`config.mk`:
```
export PLATFORM = sky130hd
export DESIGN_NAME = rv32i_mtimer
export DESIGN_NICKNAME = d
export VERILOG_FILES = /design/src/rtl/rv32i_mtimer_pkg.sv /design/src/rtl/rv32i_mtimer_prescaler.sv /design/src/rtl/rv32i_mtimer.sv
export SDC_FILE = /design/constraint.sdc
export NUM_CORES = 1
export LEC_CHECK = 0
export ABC_AREA = 1
export CAP_MARGIN = 0
export CORE_ASPECT_RATIO = 2
export CORE_MARGIN = 4
export CORE_UTILIZATION = 45
export DETAILED_ROUTE_END_ITERATION = 7
export PLACE_DENSITY = 0.67
export SLEW_MARGIN = 10
export SYNTH_ARGS = -nofsm -noshare
export SYNTH_HDL_FRONTEND = slang
export SYNTH_HIERARCHICAL = 1
export SYNTH_SLANG_ARGS = --single-unit
```
`constraint.sdc`:
```
create_clock -name clk -period 6.4 [get_ports clk]
set_input_delay 0.96 -clock clk [delete_from_list [all_inputs] [get_ports clk]]
set_output_delay 0.96 -clock clk [all_outputs]
set_load 0.05 [all_outputs]
```
`src/rtl/rv32i_mtimer_pkg.sv`:
```
// Shared register map, CTRL field positions and timer width for the machine timer.
// The address decoder lives here so every user agrees on one map.
package rv32i_mtimer_pkg;

  localparam int MTIME_W      = 48;
  localparam int MTIME_HI_W   = MTIME_W - 32;
  localparam int CTRL_EN_BIT  = 0;
  localparam int CTRL_DIV_LSB = 8;

  localparam logic [4:0] OFF_MTIME_LO = 5'h00;
  localparam logic [4:0] OFF_MTIME_HI = 5'h04;
  localparam logic [4:0] OFF_CMP_LO   = 5'h08;
  localparam logic [4:0] OFF_CMP_HI   = 5'h0C;
  localparam logic [4:0] OFF_CTRL     = 5'h10;

  typedef enum logic [2:0] {
    REG_MTIME_LO,
    REG_MTIME_HI,
    REG_CMP_LO,
    REG_CMP_HI,
    REG_CTRL,
    REG_NONE
  } reg_sel_t;

  function automatic reg_sel_t decode_addr(input logic [4:0] addr);
    logic [4:0] word;
    word = addr & 5'b11100;
    case (word)
      OFF_MTIME_LO: return REG_MTIME_LO;
      OFF_MTIME_HI: return REG_MTIME_HI;
      OFF_CMP_LO:   return REG_CMP_LO;
      OFF_CMP_HI:   return REG_CMP_HI;
      OFF_CTRL:     return REG_CTRL;
      default:      return REG_NONE;
    endcase
  endfunction

endpackage

```
`src/rtl/rv32i_mtimer_prescaler.sv`:
```
// Divide-by-(DIV+1) tick generator; holds while disabled, restarts on clear.
module rv32i_mtimer_prescaler #(
  parameter int PRESCALE_W = 8
) (
  input  logic                  clk,
  input  logic                  rst,
  input  logic                  en,
  input  logic [PRESCALE_W-1:0] div,
  input  logic                  clear,
  output logic                  tick
);

  logic [PRESCALE_W-1:0] count;

  assign tick = en && (count == div);

  always_ff @(posedge clk or posedge rst) begin
    if (rst) begin
      count <= '0;
    end else if (clear) begin
      count <= '0;
    end else if (en) begin
      count <= tick ? '0 : count + PRESCALE_W'(1);
    end
  end

endmodule

```
`src/rtl/rv32i_mtimer.sv`:
```
// Memory-mapped 48-bit machine timer with compare interrupt and coherent LO/HI reads.
module rv32i_mtimer
  import rv32i_mtimer_pkg::*;
#(
  parameter int                 PRESCALE_W = 8,
  parameter logic [MTIME_W-1:0] CMP_RESET  = 48'hFFFF_FFFF_FFFF
) (
  input  logic               clk,
  input  logic               rst,
  input  logic               req_valid,
  input  logic               req_we,
  input  logic [4:0]         req_addr,
  input  logic [31:0]        req_wdata,
  output logic               resp_valid,
  output logic [31:0]        resp_rdata,
  output logic               resp_err,
  output logic [MTIME_W-1:0] mtime,
  output logic               timer_interrupt
);

  reg_sel_t                sel;
  logic                    wr;
  logic                    rd;
  logic                    tick;
  logic                    ctrl_en;
  logic [PRESCALE_W-1:0]   ctrl_div;
  logic [MTIME_W-1:0]      mtimecmp;
  logic [MTIME_HI_W-1:0]   shadow;
  logic [31:0]             rdata_p0;
  logic                    err_p0;

  function automatic logic [31:0] ctrl_word(input logic en, input logic [PRESCALE_W-1:0] div);
    logic [31:0] w;
    w = '0;
    w[CTRL_EN_BIT] = en;
    w[CTRL_DIV_LSB +: PRESCALE_W] = div;
    return w;
  endfunction

  assign sel = decode_addr(req_addr);
  assign wr  = req_valid && req_we;
  assign rd  = req_valid && !req_we;

  rv32i_mtimer_prescaler #(
    .PRESCALE_W(PRESCALE_W)
  ) u_prescaler (
    .clk  (clk),
    .rst  (rst),
    .en   (ctrl_en),
    .div  (ctrl_div),
    .clear(wr && (sel == REG_CTRL)),
    .tick (tick)
  );

  // Stage p0: read mux and error decode, registered into the response below.
  always_comb begin
    rdata_p0 = '0;
    err_p0   = 1'b0;
    if (req_valid) begin
      err_p0 = (sel == REG_NONE);
      if (!req_we) begin
        case (sel)
          REG_MTIME_LO: rdata_p0 = mtime[31:0];
          REG_MTIME_HI: rdata_p0 = {{(32-MTIME_HI_W){1'b0}}, shadow};
          REG_CMP_LO:   rdata_p0 = mtimecmp[31:0];
          REG_CMP_HI:   rdata_p0 = {{(32-MTIME_HI_W){1'b0}}, mtimecmp[MTIME_W-1:32]};
          REG_CTRL:     rdata_p0 = ctrl_word(ctrl_en, ctrl_div);
          default:      rdata_p0 = '0;
        endcase
      end
    end
  end

  // A software write to either half overrides a coincident tick.
  always_ff @(posedge clk or posedge rst) begin
    if (rst) begin
      mtime <= '0;
    end else if (wr && (sel == REG_MTIME_LO)) begin
      mtime <= {mtime[MTIME_W-1:32], req_wdata};
    end else if (wr && (sel == REG_MTIME_HI)) begin
      mtime <= {req_wdata[MTIME_HI_W-1:0], mtime[31:0]};
    end else if (tick) begin
      mtime <= mtime + MTIME_W'(1);
    end
  end

  always_ff @(posedge clk or posedge rst) begin
    if (rst) begin
      mtimecmp <= CMP_RESET;
      ctrl_en  <= 1'b1;
      ctrl_div <= '0;
      shadow   <= '0;
    end else begin
      if (wr && (sel == REG_CMP_LO)) mtimecmp <= {mtimecmp[MTIME_W-1:32], req_wdata};
      if (wr && (sel == REG_CMP_HI)) mtimecmp <= {req_wdata[MTIME_HI_W-1:0], mtimecmp[31:0]};
      if (wr && (sel == REG_CTRL)) begin
        ctrl_en  <= req_wdata[CTRL_EN_BIT];
        ctrl_div <= req_wdata[CTRL_DIV_LSB +: PRESCALE_W];
      end
      if (rd && (sel == REG_MTIME_LO)) shadow <= mtime[MTIME_W-1:32];
    end
  end

  // Stage p1: registered response and interrupt level.
  always_ff @(posedge clk or posedge rst) begin
    if (rst) begin
      resp_valid      <= 1'b0;
      resp_rdata      <= '0;
      resp_err        <= 1'b0;
      timer_interrupt <= 1'b0;
    end else begin
      resp_valid      <= req_valid;
      resp_rdata      <= rdata_p0;
      resp_err        <= err_p0;
      timer_interrupt <= (mtime >= mtimecmp);
    end
  end

endmodule

```
==> impl_metrics.yaml <==
sta:
  setup_tns_ps: 0
  slew_headroom_pct: 31.74
  whs_ps: 487.7
  slew_viol_final: 0
  layout_min_cycle_time_ps: 3329
  rsz0062_at_grt: "no"
  hold_viol: 0
  worst_pin_slew_ps: 1021
  max_freq_mhz: 300.4
  fin_crit_sh_pct: 52.02
  finalSetupViolations: 0
  finClkSkew_ps: 8.861
  finalWorstSetupSlack_ps: 3071
route:
  drtAntennaViolNets: 0
  avgViaCountPerCell: 5.511
  vias: 9627
  dr.pass1.iters: 6
  wl_per_cell_um: 21.31
  wl_um: 37220
  drcViolationCount: 0
  drt_iter0_drc: 620
global_route:
  grt_use_total_pct: 30.92
  antenna_found_initial: 0
  grt_pass1_wl_um: 56790
  overflow: 0
  grt_start_max_net_pins: 102
  grt_pass1_vias: 10127
clock_tree:
  cts.path.max_buffers: 2
  worstSkewPairLatency_ps: 450
  cts.sinks: 164
  path_clk_slew_ps: 70
  hold_buffers: 0
  post_cts_buffers: 0
  cts_buffers: 17
  cts_root_buf: "clkbuf_16"
  post_cts_resized: 0
  tritoncts: "built"
  htree_levels: 4
yosys:
  yosys_warnings: 6
  syn-cell-area_um2: 10060
  yosysSeqAreaShare_pct: 41.41
  yosys.area_share.simple_pct: 28.34
  synthMuxAreaShare_pct: 0
  async_flop_share_pct: 100.0
  synth_top_family_by_area: "simple AND/OR/NAND/NOR gates"
  synth.distinct_cells: 45
  yosys.area.top_type: "dfrtp_1"
  ys_seq_elements: 164
  synth_fa_ha_area_share_pct: 6.220
  syn_area_per_cell_um2: 7.445
  yosys.area.top_type_share_pct: 28.61
  synth.area.top_cells: "dfrtp_1 29%, nand2_1 15%, dfstp_2 13%, ha_1 6.2%, inv_1 6.1%"
  synth_edf_count: 0
  synth_xor_xnor_area_share_pct: 2.525
  synthesis.nets: 1442
  synthCells: 1351
  ys.flop_type: "dfrtp_1"
  synth_compound_area_share_pct: 12.79
pwr:
  pwr-share-clk_pct: 20.5
  sw_frac_of_total_pct: 47.52
  power_leakage_nw: 5.565
  vdd_drop_max_uv: 228.2
  p_per_area_nw_per_um2: 422.2
  p_sw_mw: 2.415
  seqPwrFrac_pct: 37.0
  combPwrFrac_pct: 42.5
  finalPower_mw: 5.083
  internal_power_mw: 2.668
setup_path:
  required_ps: 6780
  crit_arrival_ps: 3710
  timing.rr.start: "u_prescaler/count[2]"
  r2r-end: "mtime[30]"
  worst-path-max-fanout: 34
  end_kind: "flip-flop"
  critPathKind: "input pin to flip-flop"
  crit_path_start_kind: "input pin"
  worstRegToRegCells: 8
  rrSetupSlack_ps: 3490
place:
  io_buffers: 121
  dpl.hpwl_um: 28620
  place_congestion: 1.032
  place_inst: 1715
  dp_worst_setup_slack_ps: 2628
flow_run:
  drv_cap: 0
hold_path:
  hold_path_end: "mtimecmp[25]"
  hp-class: "flip-flop to flip-flop"
  holdCritStartpoint: "mtimecmp[25]"
  whs_path_depth: 2
die:
  boundaryPins: 124
  die_w_um: 113.7
  die-area_um2: 24950
  start_util_pct: 45.59
  die_h_um: 219.4
  rows: 77
  core_area_um2: 22060
layout:
  fillerInstances: 2191
  diodes: 0
  finalNonFillerCells: 1747
  drive_above_1_share_pct: 8.838
  areaGrowthSynthToFinish_pct: 19.70
  nNetsFinal: 1549
status:
  status: "completed"
[power groups by stage]
stage | registers (mW) | logic, mW | clock network (mW)
2_1_floorplan | 2.17 | 0.991 | 0
3_3_place_gp | 1.87 | 2.12 | 0
3_5_place_dp | 1.88 | 2.16 | 0
4_1_cts | 1.86 | 2.17 | 1.05
5_1_grt | 1.91 | 2.39 | 1.10
6_report | 1.88 | 2.16 | 1.04
[state kept, by name (all words and copies together), names as in the netlist]
signal and flops:
resp_err 1, ctrl_en 1, ctrl_div 8, resp_rdata 32, mtimecmp 48, resp_valid 1
timer_interrupt 1, shadow 16, mtime 48, u_prescaler/count 8
[layer usage]
metal / wire [um] / vias up / GRT usage (%)
li1: - / 4591 / -
met1: 12060 / 4534 / 28.98
met2: 19030 / 341 / 54.66
met3: 1696 / 161 / 5.546
met4: 4439 / 0 / 29.76
met5: 0 / - / 0
[cells in the final DEF, fill, tap and decap left out, types with 2 or more instances in the layout]
cell type,netlist,final
clkinv_2,0,2
xor2_1,17,17
nand2_2,5,5
nor2_2,6,6
o211ai_1,2,2
nor2_4,7,7
nand2_1,398,398
a21o_1,2,2
o21ai_0,73,73
a211oi_1,9,9
xnor2_1,12,12
a21oi_1,76,76
o21ai_2,1,2
inv_1,164,163
a22oi_1,25,25
clkbuf_16,0,17
o221ai_1,7,7
inv_2,10,10
dfstp_2,49,49
o22ai_1,12,12
dfrtp_1,115,115
ha_1,50,50
o31ai_1,2,2
nor2_1,140,140
clkinv_4,0,2
buf_4,4,6
nand3_1,69,69
clkdlybuf4s50_1,0,121
nand4_1,33,33
nor3_1,2,2
clkbuf_8,0,3
inv_6,0,5
a21oi_2,3,3
o21ai_1,9,8
nor2_8,2,2
clkinvlp_4,0,2
[logic make-up (layout without fill, tap and decap cells)]
| group | count (synthesis) | in the layout |
|---|---|---|
| xor gates and xnor gates | 29 | 29 |
| AOI/OAI and AO/OA | 223 | 223 |
| and+or+nand+nor | 670 | 670 |
| DFF | 164 | 164 |
| adders and majority gates | 50 | 50 |
| buffers and inverters | 215 | 335 |
[Yosys cell counts, types with 6 or more instances]
cell,number
nand2_1,398
inv_1,164
nor2_1,140
dfrtp_1,115
a21oi_1,76
o21ai_0,73
nand3_1,69
ha_1,50
dfstp_2,49
nand4_1,33
a22oi_1,25
xor2_1,17
clkbuf_1,16
buf_2,12
o22ai_1,12
xnor2_1,12
inv_2,10
a211oi_1,9
o21ai_1,9
nor2_4,7
o221ai_1,7
nor2_2,6
[area by class of cell]
cell class | count | area, um^2 | share of cell area [%]
clock buffer | 20 | 466.7 | 3.876
sequential | 164 | 4165 | 34.59
inverter | 176 | 668.1 | 5.549
clock inverter | 12 | 118.9 | 0.9872
multi-input combinational | 972 | 5020 | 41.69
tap | 276 | 345.3 | 2.868
timing repair buffer | 127 | 1256 | 10.43
[per-stage QoR]
stage	utilization, %	area, um^2
2_1_floorplan	-	10060
3_3_place_gp	51.92	11450
3_5_place_dp	51.92	11450
4_1_cts	54.57	12040
5_1_grt	54.57	12040
6_report	54.57	12040
[worst max path at each step]
| stage | start | end | slack (ps) | cells past startpoint |
|---|---|---|---|---|
| final | req_addr[2] | mtime[27] | 3070 | 7 |
| after global routing | req_addr[2] | mtime[7] | 2950 | 7 |
| after CTS | req_addr[2] | mtime[5] | 3100 | 7 |
| after detailed placement | req_addr[2] | mtime[18] | 2630 | 6 |
| after global placement | req_addr[2] | mtime[2] | 2650 | 7 |
| after floorplan | rst | ctrl_div[0] | 1310 | 1 |
[critical path, cell delays in order]
cell,delay (ps)
clkdlybuf4s50_1,630
nand3_4,310
nor2_4,680
nor2_4,150
nor2_4,680
a22oi_1,150
o21ai_1,130
No activity file was read; power rests on OpenSTA's default activity.
==> patch 1 (same flow settings) <==
`PRESCALE_W` is set to 8 in 2 places; all go to 10.
--- a/src/rtl/rv32i_mtimer_prescaler.sv
+++ b/src/rtl/rv32i_mtimer_prescaler.sv
@@ -1,6 +1,6 @@
 // Divide-by-(DIV+1) tick generator; holds while disabled, restarts on clear.
 module rv32i_mtimer_prescaler #(
-  parameter int PRESCALE_W = 8
+  parameter int PRESCALE_W = 10
 ) (
   input  logic                  clk,
   input  logic                  rst,
--- a/src/rtl/rv32i_mtimer.sv
+++ b/src/rtl/rv32i_mtimer.sv
@@ -2,7 +2,7 @@
 module rv32i_mtimer
   import rv32i_mtimer_pkg::*;
 #(
-  parameter int                 PRESCALE_W = 8,
+  parameter int                 PRESCALE_W = 10,
   parameter logic [MTIME_W-1:0] CMP_RESET  = 48'hFFFF_FFFF_FFFF
 ) (
   input  logic               clk,
Behaviour: not the same (a bounded check fails within 4 cycles, from zero or initial values and one cycle with rst high).
==> patch 1 against the original RTL <==
  * Final cell count up 2.1%
  * Sequential cell count up 4
  * First-iteration DRC count down 16%
  * Global-route usage down 1.3 points
  * Largest cell class unchanged
  * Area after synthesis up 2.2%
  * Wire length down 1.1%
  * Largest power group unchanged
  * Setup slack worse by 0.92 ns
  * Final area up 1.8%
  * Critical path depth down 1
  * Power down 0.53%
  * Non-clock buffer count down 1
==> patch 1: results (changes against the original RTL) <==
routing:
  met2_length_mm: 20.3  # +6.9%
  dr.pass1.iters: 5  # -1
  dr_wl_met3_mm: 1.17  # -31%
  wl_met1_mm: 12.9  # +7.0%
  wl_per_cell_um: 20.6  # -3.2%
  vias: 9651  # +0.25%
  drt-initial-drc-count: 521  # -16%
critical_path:
  worstPathMaxFanout: 64  # +88%
  r2r-end: "mtime[5]"
  startpoint: "req_addr[4]"
  worstPathArrival_ns: 4.60  # +0.89 ns
  cp_slowest_stage_delay_ns: 0.92  # +0.24 ns
  r2r_cells: 12  # +4
  r2r_slack_ns: 3.60  # +0.11 ns
  endpoint: "mtimecmp[16]"
  critPathTopFamily: "buffers and inverters"
  slowest_stage: "inv_1"
global_route:
  grt_pass1_vias: 9905  # -2.2%
  grt_start_max_net_pins: 65  # -36%
  grt_use_met3_pct: 4.21  # -1.3 points
  grtUsageMet2_pct: 54.3  # -0.32 points
  track_usage_pct: 29.6  # -1.3 points
  grt_pass1_wl_mm: 56.3  # -0.90%
  grtUsageMet1_pct: 30.9  # +1.9 points
synth:
  syn_area_per_cell_um2: 7.41  # -0.50%
  synth_seq_area_share_pct: 41.5  # +0.10 points
  synth_adder_area_share_pct: 6.09  # -0.13 points
  synth_compound_area_share_pct: 13.3  # +0.52 points
  synth_cell_types: 42  # -6.7%
  synth_area_leaders: "dfrtp_1 (29%), nand2_1 (15%), dfstp_2 (13%)"
  synth_nets: 1478  # +2.5%
sta:
  max_freq_mhz: 235  # -22%
  skew_ns: 0.0107  # +0.00179 ns
  hold_viol: 0  # unchanged
  worstMarginPinSlew_ns: 1.20  # +0.174 ns
final_layout:
  layout-drive-gt1-share_pct: 8.84  # about the same
  n_fill_cell: 2236  # +2.1%
  layout.nets: 1582  # +2.1%
outcome:
  status: "complete, no violations"
power_and_ir_drop:
  vdd_drop_max_mv: 0.261  # +14%
placed_design:
  place_hpwl_mm: 28.5  # -0.49%
  routabilityCongestion: 1.03  # -0.27%
## patch 1: cell types whose count changed in the layout (fill, tap and decap cells not counted), moves of 4 or more
cell / before / now
a22oi_1: 25 / 16
a22oi_2: 0 / 6
dfrtp_1: 115 / 119
nand2_1: 398 / 406
nand3_1: 69 / 83
nand4_1: 33 / 24
nor2_1: 140 / 145
nor2_2: 6 / 13
o21ai_0: 73 / 98
o22ai_1: 12 / 7
## patch 1: cell families (layout without fill, tap and decap cells)
family	count (synthesis)	in the layout
compound gates	237	237
xor+xnor	24	24
fa+ha+maj	50	50
buf+inv	213	330
flops	168	168
simple gates	695	695
## patch 1: through the flow
stage          instance area, um2  setup WS, ns  hold WS, ns
2_1_floorplan               10300          1.26        0.453
3_3_place_gp                11700          1.82        0.467
6_report                    12300          2.15        0.486
3_5_place_dp                11700          1.76        0.474
5_1_grt                     12300          1.94        0.498
4_1_cts                     12300          2.21        0.490
## patch 1: final cells by class
class	instances	area, um2	share of cell area [%]
inverter	172	651	5.31
tap	280	350	2.86
clock inverter	11	123	1.00
sequential	168	4270	34.8
multi-input combinational	1006	5160	42.1
clock buffer	21	460	3.75
timing repair buffer	126	1250	10.2
## patch 1: how the worst min path moves through the flow
stage | startpoint | to | slack [ns] | depth (start not counted)
after floorplan | shadow[1] | shadow[1] | 0.45 | 2
after global placement | shadow[10] | shadow[10] | 0.47 | 2
after detailed placement | shadow[7] | shadow[7] | 0.47 | 2
after CTS | shadow[15] | shadow[15] | 0.49 | 2
after global routing | mtimecmp[17] | mtimecmp[17] | 0.50 | 2
final | shadow[14] | shadow[14] | 0.49 | 2
## patch 1: where the power goes
part           switching [uW]  total [uW]  leakage, uW  internal [uW]
clock                     448        1040     0.000287            595
sequential                476        1850      0.00204           1380
combinational            1410        2160      0.00339            751
total                    2330        5060      0.00571           2720
==> patch 2 (same flow settings) <==
Without the edit above. Remove the case item `REG_MTIME_HI` of the case on `sel`.
--- a/src/rtl/rv32i_mtimer.sv
+++ b/src/rtl/rv32i_mtimer.sv
@@ -61,7 +61,6 @@
       if (!req_we) begin
         case (sel)
           REG_MTIME_LO: rdata_p0 = mtime[31:0];
-          REG_MTIME_HI: rdata_p0 = {{(32-MTIME_HI_W){1'b0}}, shadow};
           REG_CMP_LO:   rdata_p0 = mtimecmp[31:0];
           REG_CMP_HI:   rdata_p0 = {{(32-MTIME_HI_W){1'b0}}, mtimecmp[MTIME_W-1:32]};
           REG_CTRL:     rdata_p0 = ctrl_word(ctrl_en, ctrl_div);
Check against the original RTL: not equivalent (Yosys sat finds a counterexample within 4 cycles, from zero or initial values and one cycle with rst high).
==> patch 2 against the original RTL <==
  * Power shrank 11%
  * Sequential cell count shrank 16
  * Final area shrank 4.7%
  * Clock skew rose by 0.0033 ns
  * Sequential power decreased by 14%
  * Area after synthesis shrank 5.5%
  * Utilization grew 0.24 points
  * Wire length shrank 12%
  * Die area fell by 5.2%
  * Setup slack got worse by 0.34 ns
  * Hold slack improved by 0.0038 ns
  * Critical path type unchanged
  * Highest routed layer unchanged
==> patch 2: results (changes against the original RTL) <==
critical_path:
  critPathTopFamily: "simple AND/OR/NAND/NOR gates"
  cp_slowest_stage_delay_ns: 0.55  # -0.13 ns
  slowest_stage: "nand2_2"
  worstPathMaxFanout: 25  # -26%
  worstPathArrival_ns: 3.97  # +0.26 ns
synth:
  synth_adder_area_share_pct: 6.58  # +0.36 points
  synth_xor_area_share_pct: 1.01  # -1.5 points
  ys_async_sr_fraction_pct: 100  # unchanged
  synth.top_cell.area_share_pct: 26.1  # -2.6 points
  synth_seq_area_share_pct: 39.6  # -1.8 points
  synth_cell_types: 37  # -18%
  synth_nets: 1425  # -1.2%
  yosys-top-cells-count: "nand2_1 (369), inv_1 (196), nor2_1 (167), dfrtp_1 (99), o21ai_0 (84)"
  yosys_warnings: 6  # unchanged
  synth_compound_area_share_pct: 12.1  # -0.69 points
  synth_area_leaders: "dfrtp_1 (26%), nand2_1 (15%), dfstp_2 (14%)"
global_route:
  grt_start_max_net_pins: 94  # -7.8%
  grtUsageMet2_pct: 51.8  # -2.9 points
  grt_pass1_vias: 9175  # -9.4%
  grtUsageMet1_pct: 30.5  # +1.5 points
  grt_use_met3_pct: 4.01  # -1.5 points
  track_usage_pct: 28.4  # -2.5 points
  grt_antenna_before_repair: 0  # unchanged
  grt_pass1_wl_mm: 51.3  # -9.7%
routing:
  finalWirelength_mm: 32.9  # -12%
  dr.pass1.iters: 6  # unchanged
  drt-initial-drc-count: 711  # +15%
  vias: 9384  # -2.5%
clocking:
  root_buffer: "clkbuf_16"
  clk_pin_slew_ns: 0.07  # about the same
  post_cts_buffers: 0  # unchanged
  cts.sinks: 148  # -9.8%
  cts_buffers: 17  # unchanged
  ctsHtreeMaxLevel: 4  # unchanged
  cts.repair.resized: 0  # unchanged
final_layout:
  nNonClkInverters: 206  # +17%
  reg_top3: "mtime: 48 flops, mtimecmp: 48 flops, resp_rdata: 32 flops"
  multi_input_area_share_pct: 41.6  # -0.043 points
  buffers: 124  # -2.4%
  nClkBuffers: 18  # -10%
  num-multi-input-gates: 944  # -2.9%
  diodes: 0  # unchanged
  buf_share_pct: 10.8  # +0.32 points
  n_fill_cell: 2086  # -4.8%
  layout-drive-gt1-share_pct: 8.53  # -0.31 points
  clkCellAreaFrac_pct: 5.05  # +0.19 points
  layout.nets: 1532  # -1.1%
  regArea_um2: 3760  # -9.6%
placed_design:
  place_hpwl_mm: 25.0  # -13%
  place_ws_ns: 2.32  # -0.309 ns
  routabilityCongestion: 0.994  # -3.7%
  io_buffer_count: 121  # unchanged
outcome:
  status: "complete, no violations"
power_and_ir_drop:
  vdd_drop_max_mv: 0.284  # +24%
  p_leak_uw: 0.00534  # -4.0%
sta:
  skew_ns: 0.0121  # +0.00327 ns
  worstMarginPinSlew_ns: 1.21  # +0.186 ns
worst_hold_path:
  min_path_type: "reg2reg"
==> patch 2: worst min-delay path: cells and delay by family, from the launching register on <==
kind | cells | cell delay, ns
AOI/OAI and AO/OA | 1 | 0.07
and+or+nand+nor | 1 | 0.05
DFF | 1 | 0.37
==> patch 2: final timing paths <==
path | start | end | slack [ns] | cells past startpoint
max | req_valid | mtime[6] | 2.73 | 10
min | mtimecmp[45] | mtimecmp[45] | 0.49 | 2
max reg2reg | u_prescaler/count[3] | mtime[6] | 3.47 | 12
min reg2reg | mtimecmp[45] | mtimecmp[45] | 0.49 | 2
max in group asynchronous | rst | mtime[42] | 4.02 | 3
min in group asynchronous | rst | u_prescaler/count[4] | 0.88 | 2
==> patch 2: logic make-up (layout without fill, tap and decap cells) <==
group	after synthesis	in the layout
and+or+nand+nor	682	682
buffers and inverters	242	362
AOI/OAI and AO/OA	201	201
DFF	148	148
adders and majority gates	50	50
xor gates and xnor gates	11	11
==> patch 2: through the flow <==
stage	hold slack, ns	instances	area [um2]	total power [uW]
floorplan	0.461	1334	9510	2830
global placement	0.474	1691	10900	3500
detailed placement	0.482	1691	10900	3550
CTS	0.493	1723	11500	4560
global route	0.505	1723	11500	4840
finish	0.491	1723	11500	4550
==> patch 2: layer usage <==
layer / vias to the layer above / share of wire, %
met1: 4441 / 37
met3: 106 / 4.3
met5: - / 0
met4: 0 / 6.8
li1: 4525 / -
met2: 312 / 52
==> patch 2: power breakdown <==
part	internal [uW]	switching, uW
Clock	555	443
Sequential	1190	418
Combinational	672	1270
